File: src/rtl/mem_arbiter.sv
// Two-requester (CPU / loader) single-port memory arbiter with a three-state FSM.
// Optional feature: define ARB_STALL_COUNT_EN to add the stall_cnt output and its counter.
module mem_arbiter (
    input  logic        CLK,
    input  logic        RST,
    input  logic        cpu_req,
    input  logic        cpu_we,
    input  logic [15:0] cpu_addr,
    input  logic [15:0] cpu_wdata,
    output logic        cpu_ack,
    output logic [15:0] cpu_rdata,
    input  logic        ld_req,
    input  logic        ld_we,
    input  logic [15:0] ld_addr,
    input  logic [15:0] ld_wdata,
    output logic        ld_ack,
    output logic [15:0] ld_rdata,
    input  logic        ld_prio,
    output logic        mem_en,
    output logic        mem_we,
    output logic [15:0] mem_addr,
    output logic [15:0] mem_wdata,
    input  logic [15:0] mem_rdata,
    output logic        busy
`ifdef ARB_STALL_COUNT_EN
    ,
    output logic [15:0] stall_cnt
`endif
);

    typedef enum logic [1:0] {IDLE, GRANT, RESP} state_e;
    typedef enum logic {ID_CPU, ID_LD} req_id_e;

    state_e      state_q;
    req_id_e     win_q;
    req_id_e     last_grant_q;
    logic        we_q;
    logic [15:0] addr_q;
    logic [15:0] wdata_q;
    logic        cpu_ack_q;
    logic        ld_ack_q;
    logic [15:0] cpu_rdata_q;
    logic [15:0] ld_rdata_q;

    logic        any_req_d;
    req_id_e     win_d;
    logic        we_d;
    logic [15:0] addr_d;
    logic [15:0] wdata_d;

    // Loader wins when alone, when prioritised, or when the CPU had the last grant.
    always_comb begin
        any_req_d = cpu_req | ld_req;
        win_d     = ID_CPU;
        if (ld_req && (!cpu_req || ld_prio || (last_grant_q == ID_CPU))) begin
            win_d = ID_LD;
        end
        if (win_d == ID_LD) begin
            we_d    = ld_we;
            addr_d  = ld_addr;
            wdata_d = ld_wdata;
        end else begin
            we_d    = cpu_we;
            addr_d  = cpu_addr;
            wdata_d = cpu_wdata;
        end
    end

    always_ff @(posedge CLK) begin
        if (!RST) begin
            state_q      <= IDLE;
            win_q        <= ID_CPU;
            last_grant_q <= ID_LD;
            we_q         <= 1'b0;
            addr_q       <= '0;
            wdata_q      <= '0;
            cpu_ack_q    <= 1'b0;
            ld_ack_q     <= 1'b0;
            cpu_rdata_q  <= '0;
            ld_rdata_q   <= '0;
        end else begin
            cpu_ack_q <= 1'b0;
            ld_ack_q  <= 1'b0;
            unique case (state_q)
                IDLE: begin
                    if (any_req_d) begin
                        state_q <= GRANT;
                        win_q   <= win_d;
                        we_q    <= we_d;
                        addr_q  <= addr_d;
                        wdata_q <= wdata_d;
                    end
                end
                GRANT: begin
                    state_q <= RESP;
                end
                RESP: begin
                    // mem_rdata is valid now, one cycle after the GRANT strobe.
                    state_q      <= IDLE;
                    last_grant_q <= win_q;
                    if (win_q == ID_LD) begin
                        ld_ack_q <= 1'b1;
                        if (!we_q) begin
                            ld_rdata_q <= mem_rdata;
                        end
                    end else begin
                        cpu_ack_q <= 1'b1;
                        if (!we_q) begin
                            cpu_rdata_q <= mem_rdata;
                        end
                    end
                end
                default: begin
                    state_q <= IDLE;
                end
            endcase
        end
    end

    assign mem_en    = (state_q == GRANT);
    assign mem_we    = mem_en & we_q;
    assign mem_addr  = addr_q;
    assign mem_wdata = wdata_q;
    assign busy      = (state_q != IDLE);
    assign cpu_ack   = cpu_ack_q;
    assign ld_ack    = ld_ack_q;
    assign cpu_rdata = cpu_rdata_q;
    assign ld_rdata  = ld_rdata_q;

`ifdef ARB_STALL_COUNT_EN
    logic [15:0] stall_q;
    logic        serving_cpu;

    assign serving_cpu = (state_q != IDLE) && (win_q == ID_CPU);

    always_ff @(posedge CLK) begin
        if (!RST) begin
            stall_q <= '0;
        end else if (cpu_req && !serving_cpu && (stall_q != '1)) begin
            stall_q <= stall_q + 16'd1;
        end
    end

    assign stall_cnt = stall_q;
`endif

endmodule
File: config.mk
export PLATFORM = sky130hd
export DESIGN_NAME = mem_arbiter
export DESIGN_NICKNAME = d
export VERILOG_FILES = /design/src/rtl/mem_arbiter.sv
export SDC_FILE = /design/constraint.sdc
export NUM_CORES = 1
export LEC_CHECK = 0
export BUFFER_PORTS_ARGS = -buffer_cell sky130_fd_sc_hd__buf_2
export CELL_PAD_IN_SITES_DETAIL_PLACEMENT = 1
export CELL_PAD_IN_SITES_GLOBAL_PLACEMENT = 2
export CORE_ASPECT_RATIO = 0.9
export CORE_MARGIN = 2
export CORE_UTILIZATION = 28
export CTS_BUF_LIST = sky130_fd_sc_hd__clkbuf_2
export CTS_CLUSTER_SIZE = 8
export DETAILED_ROUTE_END_ITERATION = 8
export GPL_TIMING_DRIVEN = 0
export PLACE_DENSITY = 0.89
export REMOVE_ABC_BUFFERS = 1
export SYNTH_ARGS = -nofsm -noshare
export SYNTH_HDL_FRONTEND = slang
export SYNTH_SLANG_ARGS = --single-unit
File: constraint.sdc
create_clock -name CLK -period 2.41 [get_ports CLK]
set_input_delay 0.1205 -clock CLK [delete_from_list [all_inputs] [get_ports CLK]]
set_output_delay 0.1205 -clock CLK [all_outputs]
set_load 0.01 [all_outputs]
# Word level (Yosys, flattened, before mapping)
# Index checks and enable logic that the tools add are counted.
[word_totals] wordCells=36 ff_bits=71 out_inout_bits=69 inputBits=87
[classes] eq_ne=3 n_reduce_logical=10 bitwise=5 n_mux=8
[ops] cell="$mux 16" n=2
[ops] cell="$reduce_and 3->1" n=2
[ops] cell="$mux 1" n=4
[ops] cell="$pmux 2 s2" n=1
[ops] cell="$reduce_and 2->1" n=2
[ops] cell="$not 1->1" n=3
[ops] cell="$eq 2x1->1 const B" n=1
[ops] cell="$eq 2x2->1 const B" n=1
[ops] cell="$logic_not 2->1" n=1
[ops] cell="$logic_or 1x1->1" n=2
[ops] cell="$mux 2" n=1
[ops] cell="$ne 2x2->1 const B" n=1
[ops] cell="$reduce_bool 2->1" n=1
[ops] cell="$and 1x1->1" n=1
[ops] cell="$logic_and 1x1->1" n=1
[ops] cell="$logic_not 1->1" n=1
[ops] cell="$or 1x1->1" n=1

# Logic depth before layout (Yosys ltp)
# Gate-level depths: netlist of run 1.
[logic_depth] ltp_word=6 depth_mapped=5 ltp_nobuf=4

# Worst setup path after synthesis of run 1
# No wires, ideal clock.
[synth_path] path_type="reg2reg" from="reg win_q" to="reg cpu_rdata_q[5], in the netlist cpu_rdata[5]" t_arrival_ns=1.239 n_path_buf=2 path_stages_with_launch=6 period_less_slack_ns=1.371 setup_ns=0.132 slack_ns=1.039 t_required_ns=2.278 path_cell_list="dfxtp_1 or4b_1 buf_2 buf_6 nand2_1 a21oi_1"
[synth_between] elab_chain_len=2
[synth_rtl] element="start, declared" line="35" rtl="req_id_e win_q;"
[synth_rtl] element="start signal, assigned" line="88" rtl="win_q <= win_d;"
[synth_rtl] element="$not 1->1 (no source line)"
[synth_rtl] element="$reduce_and 3->1 (no source line)"
[synth_rtl] element="end signal, assigned" line="109" rtl="cpu_rdata_q <= mem_rdata;"
[synth_rtl] element="end, declared" line="42" rtl="logic [15:0] cpu_rdata_q;"
# Every way passes these cells.
# A chain may end at the register's enable or synchronous reset.

# Final worst setup path of run 1
[layout_path] from="reg state_q[0]" to="reg addr_q[0], in the netlist mem_addr[0]"
[layout_between] elab_chain_len=2
[layout_rtl] element="start, declared" line="34" rtl="state_e state_q;"
[layout_rtl] element="start signal, assigned" line="71" rtl="state_q <= IDLE;"
[layout_rtl] element="start signal, assigned" line="87" rtl="state_q <= GRANT;"
[layout_rtl] element="start signal, assigned" line="95" rtl="state_q <= RESP;"
[layout_rtl] element="$logic_not 2->1" line="84" rtl="unique case (state_q)"
[layout_rtl] element="$reduce_and 2->1 (no source line)"
[layout_rtl] element="end signal, assigned" line="90" rtl="addr_q <= addr_d;"
[layout_rtl] element="end, declared" line="38" rtl="logic [15:0] addr_q;"
# Every way passes these cells.

==> results_dict.tcl, run 1 <==
set metrics [dict create \
    grt_start_max_net_pins 70 \
    min_path_type "input pin to flip-flop" \
    cp_slowest_cell "dfxtp_1" \
    clock_sinks 71 \
    vias 3586 \
    synth_cell_types 27 \
    powerDensity_nw_per_um2 545 \
    crit_path_start_kind "flip-flop" \
    ios 156 \
    path_max_fanout 35 \
    ir_drop_mv 0.274 \
    max_cap_viol_count 0 \
    ant_nets 0 \
    cts_tree "yes" \
    end_kind "flip-flop" \
    area_growth_pct 56.6 \
    cts_buffers 9 \
    final_util_pct 45.6 \
    drive_above_1_share_pct 31.1 \
    root_buffer "clkbuf_2" \
    cts.path.max_buffers 2 \
    crit_type "flip-flop to flip-flop" \
    hold_viol 0 \
    clock_latency_ns 0.52 \
    cts_resized 0 \
    die_area_sq_um 12300 \
    final_common_cell "buf_2" \
    critPathTopFamily "buffers and inverters" \
    first_pass_iters 5 \
    crit_required_ns 2.85 \
    clkTransAtPathRegs_ns 0.22 \
    tightest_slew_ns 1.04 \
    grt_pass1_wl_microns 19300 \
    final_cell_mix "buf_2, dlygate4sd3_1, dfxtp_1" \
    dp_hpwl_microns 7160 \
    rsz0062_at_grt "false" \
    antenna_found_initial 0 \
    gp_congestion 0.752 \
    status "complete, no violations" \
    gr-usage-all-layers_pct 19.9 \
    report.final.slew_viol_count 0 \
    htreeDepth 3 \
    crit_chain "nor2_1 > inv_2 > o21bai_1 > o311a_1 > dlygate4sd3_1" \
    r2r_slack_ns 0.16 \
    seq_area_frac_synth_pct 44.6 \
    cellLeakagePower_nw 2.39 \
    initial_utilization_pct 29.1 \
    path_buf_inv 2 \
    layout.nets 658 \
    fp-row-count 36 \
    syn_inst 359 \
    die_w_microns 116 \
    totalWireLength_microns 12200 \
    max_freq_mhz 444 \
    syn_avg_cell_area_sq_um 8.88 \
    power_mw 2.72 \
    period_share_pct 93.5 \
    drtIter0Drc 113 \
    portBuffers 155 \
    grt_overflow_total 0 \
    placed_cell_area_sq_um 4080 \
    fin_hold_ws_ns 0.0587 \
    die_height_microns 105 \
    layout_min_cycle_time_ns 2.25 \
    setup_violations 0 \
    slew_headroom_pct 30.9 \
    final_cell_area_sq_um 4990 \
    syn-cell-area_sq_um 3190 \
    vias_per_cell 4.93 \
    max_stage_delay_ns 0.55 \
    synth_seq_cells 71 \
    num_antenna_cells 0 \
    wire_per_inst_microns 16.7 \
    grt_pass1_vias 3951 \
    route.detailed.drc 0 \
    worst_ep_arrival_time_ns 2.69 \
    num-fill-cells 1319 \
    core_area_sq_um 10900 \
    skew_ns 0.00604 \
    ys_warn_count 0 \
]
## power breakdown
part | total [mW] | switching (mW) | internal (mW)
Combinational | 0.702 | 0.325 | 0.377
Sequential | 1.31 | 0.0489 | 1.26
Clock | 0.711 | 0.473 | 0.238
Total | 2.72 | 0.847 | 1.87
## synthesized netlist by cell type, drive strengths merged
cell     instances  area, sq um
a21boi          33          248
a21oi           33          165
and2             2         12.5
and3            34          213
buf             15         90.1
clkbuf          22         83.8
clkinv           1         3.75
dfxtp           71         1420
inv              1         3.75
mux2i            1         10.0
nand2           66          248
nand3            1         5.00
nand3b           1         7.51
nand4bb          1         11.3
nor2             4         17.5
nor2b            2         12.5
nor4b            1         23.8
nor4bb           1         10.0
o21ai            2         13.8
o21bai          33          248
o311a           33          330
or4b             1         10.0
## path summary, 6_finish.rpt
path	from	to	cells past startpoint
min reg2reg	cpu_rdata[8]	cpu_rdata[8]	2
max reg2reg	state_q[0]	mem_addr[0]	5
max	state_q[0]	mem_addr[0]	5
min	cpu_addr[6]	mem_addr[6]	3
## final cells by class
type / instances / area [sq um] / area share [%]
clock inverters: 7 / 73.8 / 1.48
multi-input cells: 249 / 1610 / 32.3
flip-flops and latches: 71 / 1420 / 28.5
clock buffers: 9 / 45.0 / 0.902
inverters: 2 / 7.51 / 0.150
well taps: 152 / 190 / 3.81
repair buffers: 238 / 1640 / 32.9
## state kept, by name, summed over array words and instances (netlist names), 2 cells and up
name	count
cpu_rdata	16
ld_rdata	16
mem_addr	16
mem_wdata	16
state_q	2
## through the flow
step	setup TNS, ns	instances	setup slack [ns]
finish	0	728	0.157
global route	0	728	0.0267
CTS	0	728	0.149
detailed placement	0	633	0.144
global placement	-21.85	629	-0.707
floorplan	0	322	0.406
## worst min-delay path: stages
cell	delay [ns]
buf_2	0.08
a21boi_0	0.19
o311a_1	0.18
## metal layers
metal  vias to the layer above  global-route usage [%]  routed length, microns
li1                       1720                       -                       -
met1                      1713                    21.6                    4900
met2                       140                    36.0                    6030
met3                        13                    7.42                    1070
met4                         0                    5.10                     152
met5                         -                       0                       0
## logic make-up after synthesis
| family | synth area share, % |
|---|---|
| buffers and inverters | 5.69 |
| multiplexers | 0.314 |
| AO/OA/AOI/OAI | 31.5 |
| AND/OR/NAND/NOR | 17.9 |
| flip-flops | 44.6 |
## repair_timing
item	in CTS	in global routing
setup buffers	0	0
hold buffers	79	0
endpoints found under the hold margin	66	0
No activity file was read; power rests on OpenSTA's default activity.
==> run 2: changes to the inputs <==
--- a/config.mk
+++ b/config.mk
@@ -17,6 +17,7 @@
 export GPL_TIMING_DRIVEN = 0
 export PLACE_DENSITY = 0.89
 export REMOVE_ABC_BUFFERS = 1
+export SETUP_SLACK_MARGIN = 0.4
 export SYNTH_ARGS = -nofsm -noshare
 export SYNTH_HDL_FRONTEND = slang
 export SYNTH_SLANG_ARGS = --single-unit
==> run 2 against run 1 <==
Compared with the run above:
- utilization is 0.069 points higher
- highest routed layer unchanged
- flip-flop and latch count did not move
- total power is 1.2% lower
- first-iteration DRC count decreased by 11%
- clock skew is 0.0027 ns higher
==> results_dict.tcl, run 2 (synthesis results as in run 1) <==
set metrics [dict create \
    swShare_pct 31.6 \
    core_area_sq_um 10900 \
    internal_power_mw 1.84 \
    ir_drop_mv 0.271 \
    skew_ns 0.00873 \
    cts_buffers 9 \
    end_kind "output pin" \
    num-fill-cells 1321 \
    crit_required_ns 2.29 \
    period_share_pct 76.1 \
    clock_sinks 71 \
    placed_cell_area_sq_um 4080 \
    grt_start_max_net_pins 70 \
    layout_min_cycle_time_ns 1.83 \
    pwr-share-comb_pct 24.8 \
    fp-row-count 36 \
    clock_latency_ns 0.53 \
    first_pass_iters 4 \
    p_seq_share_pct 48.6 \
    htreeDepth 3 \
    totalWireLength_microns 12500 \
    gp_congestion 0.752 \
    cts_tree "yes" \
    crit_path_start_kind "flip-flop" \
    grt_pass1_wl_microns 19600 \
    vias 3617 \
    final_common_cell "buf_2" \
    worst_ep_arrival_time_ns 1.71 \
    power_mw 2.69 \
    pwr-share-clk_pct 26.6 \
    antenna_found_initial 0 \
    die_height_microns 105 \
    cts.path.max_buffers 2 \
    rsz0062_at_grt "false" \
    final_cell_area_sq_um 5000 \
    layout.nets 658 \
    clkTransAtPathRegs_ns 0.22 \
    ant_nets 0 \
    grt_pass1_vias 3965 \
    tightest_slew_ns 1.03 \
    setup_violations 0 \
    crit_type "flip-flop to output pin" \
    initial_utilization_pct 29.1 \
    cellLeakagePower_nw 2.35 \
    die_w_microns 116 \
    dp_hpwl_microns 7160 \
    gr-usage-all-layers_pct 20.4 \
    final_cell_mix "buf_2, dlygate4sd3_1, dfxtp_1" \
    ios 156 \
    status "complete, no violations" \
    power_switching_uw 850 \
    final_util_pct 45.7 \
    max_cap_viol_count 0 \
    die_area_sq_um 12300 \
    hold_viol 0 \
    powerDensity_nw_per_um2 538 \
    slew_headroom_pct 31.6 \
    num_antenna_cells 0 \
    path_max_fanout 35 \
    portBuffers 155 \
    max_freq_mhz 545 \
    vias_per_cell 4.97 \
    drtIter0Drc 101 \
    report.final.slew_viol_count 0 \
    wire_per_inst_microns 17.1 \
    area_growth_pct 56.8 \
    root_buffer "clkbuf_2" \
    min_path_type "input pin to flip-flop" \
    route.detailed.drc 0 \
    drive_above_1_share_pct 31.3 \
    grt_overflow_total 0 \
]
[run 2: changes by cell type in the layout (fill, tap and decap cells not counted)]
| cell | previous run | this run |
|---|---|---|
| inv_2 | 1 | 0 |
| inv_6 | 0 | 1 |
| nor2_1 | 3 | 2 |
| nor2_2 | 0 | 1 |
[run 2: per-stage QoR]
step / worst slack (ns) / hold WS, ns / cells / setup TNS [ns]
floorplan: 0.406 / 0.182 / 322 / 0
global placement: -0.707 / 0.372 / 629 / -21.85
detailed placement: 0.144 / 0.382 / 633 / 0
CTS: 0.421 / 0.000580 / 728 / 0
global route: 0.434 / 0.0366 / 728 / 0
finish: 0.576 / 0.0537 / 728 / 0
[run 2: final cells by class]
cell class / count / area [sq um] / area share (%)
inverters: 2 / 12.5 / 0.250
clock inverters: 7 / 73.8 / 1.48
well taps: 152 / 190 / 3.80
multi-input cells: 249 / 1620 / 32.3
flip-flops and latches: 71 / 1420 / 28.4
clock buffers: 9 / 45.0 / 0.901
repair buffers: 238 / 1640 / 32.8
[run 2: power groups by stage]
stage          sequential (mW)  clock [mW]  combinational (mW)
2_1_floorplan             1.36           0               0.243
3_3_place_gp              1.32           0               0.508
3_5_place_dp              1.33           0               0.550
4_1_cts                   1.30       0.745               0.652
5_1_grt                   1.32       0.792               0.724
6_report                  1.31       0.714               0.665
[run 2: layer usage]
metal | vias to the layer above | global-route usage (%) | wire, microns
met1 | 1740 | 21.7 | 4960
met3 | 16 | 7.76 | 1070
met2 | 140 | 36.8 | 6220
li1 | 1721 | - | -
met5 | - | 0 | 0
met4 | 0 | 6.21 | 210
[run 2: critical path, stage by stage, from the launching register on]
cell,delay [ns]
dfxtp_1,0.56
nor2_2,0.15
inv_6,0.27
buf_2,0.20
[run 2: path summary, 6_finish.rpt]
kind	startpoint	endpoint	slack, ns	cells after the start
worst max register to register	win_q	ld_rdata[15]	0.63	3
worst min-delay path	cpu_addr[6]	mem_addr[6]	0.05	3
worst min register to register	cpu_rdata[8]	cpu_rdata[8]	0.47	2
worst max-delay path	state_q[0]	busy	0.58	3
[run 2: what timing repair did]
action | CTS | global route
cloned | 0 | 0
pin swaps | 0 | 0
endpoints found under the setup margin | 1 | 1
resized for setup | 2 | 1
endpoints found under the hold margin | 66 | 0
setup buffers | 0 | 0
hold buffers | 79 | 0
==> run 3: changes to the inputs <==
--- a/config.mk
+++ b/config.mk
@@ -5,17 +5,18 @@
 export SDC_FILE = /design/constraint.sdc
 export NUM_CORES = 1
 export LEC_CHECK = 0
+export ABC_AREA = 1
 export BUFFER_PORTS_ARGS = -buffer_cell sky130_fd_sc_hd__buf_2
 export CELL_PAD_IN_SITES_DETAIL_PLACEMENT = 1
 export CELL_PAD_IN_SITES_GLOBAL_PLACEMENT = 2
 export CORE_ASPECT_RATIO = 0.9
 export CORE_MARGIN = 2
-export CORE_UTILIZATION = 28
+export CORE_UTILIZATION = 22
 export CTS_BUF_LIST = sky130_fd_sc_hd__clkbuf_2
 export CTS_CLUSTER_SIZE = 8
 export DETAILED_ROUTE_END_ITERATION = 8
 export GPL_TIMING_DRIVEN = 0
-export PLACE_DENSITY = 0.89
+export PLACE_DENSITY = 0.8
 export REMOVE_ABC_BUFFERS = 1
 export SETUP_SLACK_MARGIN = 0.4
 export SYNTH_ARGS = -nofsm -noshare
==> constraint.sdc (replaced) <==
create_clock -name CLK -period 1.48 [get_ports CLK]
set_input_delay 0.074 -clock CLK [delete_from_list [all_inputs] [get_ports CLK]]
set_output_delay 0.074 -clock CLK [all_outputs]
set_load 0.01 [all_outputs]
==> run 3 against run 2 <==
Compared with the run above:
- clock power increased by 71%
- first-iteration DRC count increased by 86%
- synthesized area increased by 1.8%
- highest routed layer unchanged
- clock-buffer cell count unchanged
- critical path depth increased by 7
- flip-flop and latch count unchanged
- via count increased by 24%
- worst hold slack improved by 0.015 ns
- critical endpoint is now mem_addr[0]
==> results_dict.tcl, run 3 <==
set metrics [dict create \
    synth_top_cell_by_area "dfxtp_1" \
    synth_compound_area_share_pct 15.3 \
    skew_ns 0.0584 \
    grt_pass1_wl_microns 26900 \
    report.final.slew_viol_count 0 \
    yosysTopAreaCellShare_pct 43.8 \
    fin_hold_ws_ns 0.0686 \
    synthAdderAreaFrac_pct 0 \
    worst_ep_arrival_time_ns 1.94 \
    dp_worst_setup_slack_ns -1.33 \
    crit_type "flip-flop to flip-flop" \
    synth_mux_area_share_pct 0 \
    htreeDepth 3 \
    grt_overflow_total 0 \
    synth_area_leaders "dfxtp_1, nand3_1, a21oi_1" \
    die_height_microns 119 \
    cts.path.max_buffers 2 \
    cts_tree "yes" \
    final_util_pct 49.7 \
    yosys_most_used_dff "dfxtp_1" \
    final_cell_area_sq_um 7240 \
    crit_chain "nor2_4 > inv_6 > buf_6 > buf_6 > nor2_4 > buf_6 > buf_12 > nand2_1 > nor2_1 > nor2_1" \
    pwr-share-clk_pct 22.9 \
    synthMostInstantiatedCell "dfxtp_1" \
    final_common_cell "buf_2" \
    pwr-share-comb_pct 36.3 \
    power_mw 5.32 \
    totalWireLength_microns 18800 \
    max_cap_viol_count 0 \
    portBuffers 155 \
    instances_no_fill 976 \
    cts_buffers 9 \
    core_area_sq_um 14600 \
    slew_headroom_pct 27.7 \
    hold_viol 0 \
    synth_top_family_by_area "simple AND/OR/NAND/NOR gates" \
    syn-cell-area_sq_um 3250 \
    antenna_found_initial 1 \
    synthArstFlopShare_pct 0 \
    fp-row-count 42 \
    cellLeakagePower_nw 3.17 \
    root_buffer "clkbuf_2" \
    power_switching_mw 1.87 \
    dpl.cell_count 781 \
    grt_pass1_vias 4863 \
    seq_area_frac_synth_pct 43.8 \
    synth_cell_types 19 \
    fin_ws_ns 0.0115 \
    setup_tns_ns 0 \
    synth_seq_cells 71 \
    rsz0062_at_grt "true" \
    vias 4502 \
    grt_start_max_net_pins 69 \
    die_w_microns 132 \
    end_kind "flip-flop" \
    gr-usage-all-layers_pct 22.3 \
    area_growth_pct 123 \
    powerDensity_nw_per_um2 735 \
    regArea_sq_um 1530 \
    p_seq_share_pct 40.8 \
    syn_avg_cell_area_sq_um 7.03 \
    max_stage_delay_ns 0.41 \
    crit_required_ns 1.95 \
    clock_latency_ns 0.60 \
    ys_warn_count 0 \
    synth_simple_gate_area_share_pct 29.1 \
    tightest_slew_ns 1.08 \
    gp_congestion 0.730 \
    ant_nets 0 \
    synth_edf_count 0 \
    drtIter0Drc 188 \
    placed_cell_area_sq_um 4070 \
    clkTransAtPathRegs_ns 0.23 \
    yosys-top-cells-count "dfxtp_1, nor2_1, nand2_1, nand3_1, a21oi_1" \
    drive_above_1_share_pct 57.0 \
    layout.nets 859 \
    max_freq_mhz 681 \
    setup_violations 0 \
    min_path_type "input pin to flip-flop" \
    crit_path_start_kind "flip-flop" \
    multi_input_area_sq_um 2120 \
    cp_slowest_cell "dfxtp_4" \
    syn_inst 462 \
    vias_per_cell 4.61 \
    path_max_fanout 8 \
    ios 156 \
    initial_utilization_pct 22.3 \
    status "complete, no violations" \
    dp_hpwl_microns 7440 \
    swShare_pct 35.1 \
    layout_min_cycle_time_ns 1.47 \
    first_pass_iters 6 \
    ir_drop_mv 0.346 \
    clock_sinks 71 \
    die_area_sq_um 15700 \
    route.detailed.drc 0 \
    final_cell_mix "buf_2, buf_6, dlygate4sd3_1" \
    period_share_pct 99.2 \
    crit_top_cell "buf_6" \
    internal_power_mw 3.45 \
    num-fill-cells 1685 \
    wire_per_inst_microns 19.3 \
    synth_xor_area_share_pct 0 \
]
==> run 3: cell types whose count changed after synthesis, sizes merged, moves of 4 or more <==
cell	change
o311a	-33
and3	-33
o21bai	-33
clkbuf	-11
nor2	+71
a21oi	+33
buf	+9
nand2	+4
nand3	+67
inv	+40
a21boi	-33
o21ai	+31
==> run 3: path summary, 6_finish.rpt <==
path	startpoint	endpoint	slack (ns)	depth (start not counted)
worst min register to register	state_q[1]	state_q[1]	0.47	1
worst max-delay path	state_q[1]	mem_addr[0]	0.01	10
worst min-delay path	RST	mem_wdata[9]	0.07	3
worst max register to register	state_q[1]	mem_addr[0]	0.01	10
==> run 3: critical path: cells and delay by family, from the launching register on <==
family                 cells  cell delay, ns
AND/OR/NAND/NOR            5            0.45
flip-flops                 1            0.41
buffers and inverters      5            0.53
==> run 3: what timing repair did <==
action	in CTS	in global routing
pin swaps	45	51
hold endpoints to repair	66	2
cloned	11	0
setup endpoints to repair	139	139
hold buffers	83	1
gates resized for setup	232	114
setup buffers	63	20
==> run 3: area by class of cell <==
class	count	area share [%]
timing repair buffer	328	42.2
multi-input combinational	321	29.3
sequential	71	21.1
tap	198	3.42
inverter	41	2.33
clock inverter	7	1.00
clock buffer	9	0.622
antenna	1	0.0346
==> run 3: routing by layer <==
metal / wire length (microns) / vias up / track usage (%)
met2: 10400 / 168 / 43.4
met3: 1210 / 27 / 6.77
met4: 373 / 0 / 5.91
li1: - / 2127 / -
met5: 0 / - / 0
met1: 6880 / 2180 / 22.9
==> run 3: cells by family (layout without fill, tap and decap cells) <==
family          Yosys count  after routing
other cells               0              1
buf+inv                  76            385
simple gates            216            222
compound gates           99             99
flops                    71             71
==> run 3: power groups by stage <==
stage          sequential [mW]  clock, mW  combinational [mW]
3_3_place_gp              2.15          0               0.869
4_1_cts                   2.17       1.25                1.74
2_1_floorplan             2.21          0               0.407
5_1_grt                   2.19       1.35                2.07
3_5_place_dp              2.15          0               0.908
6_report                  2.17       1.22                1.93
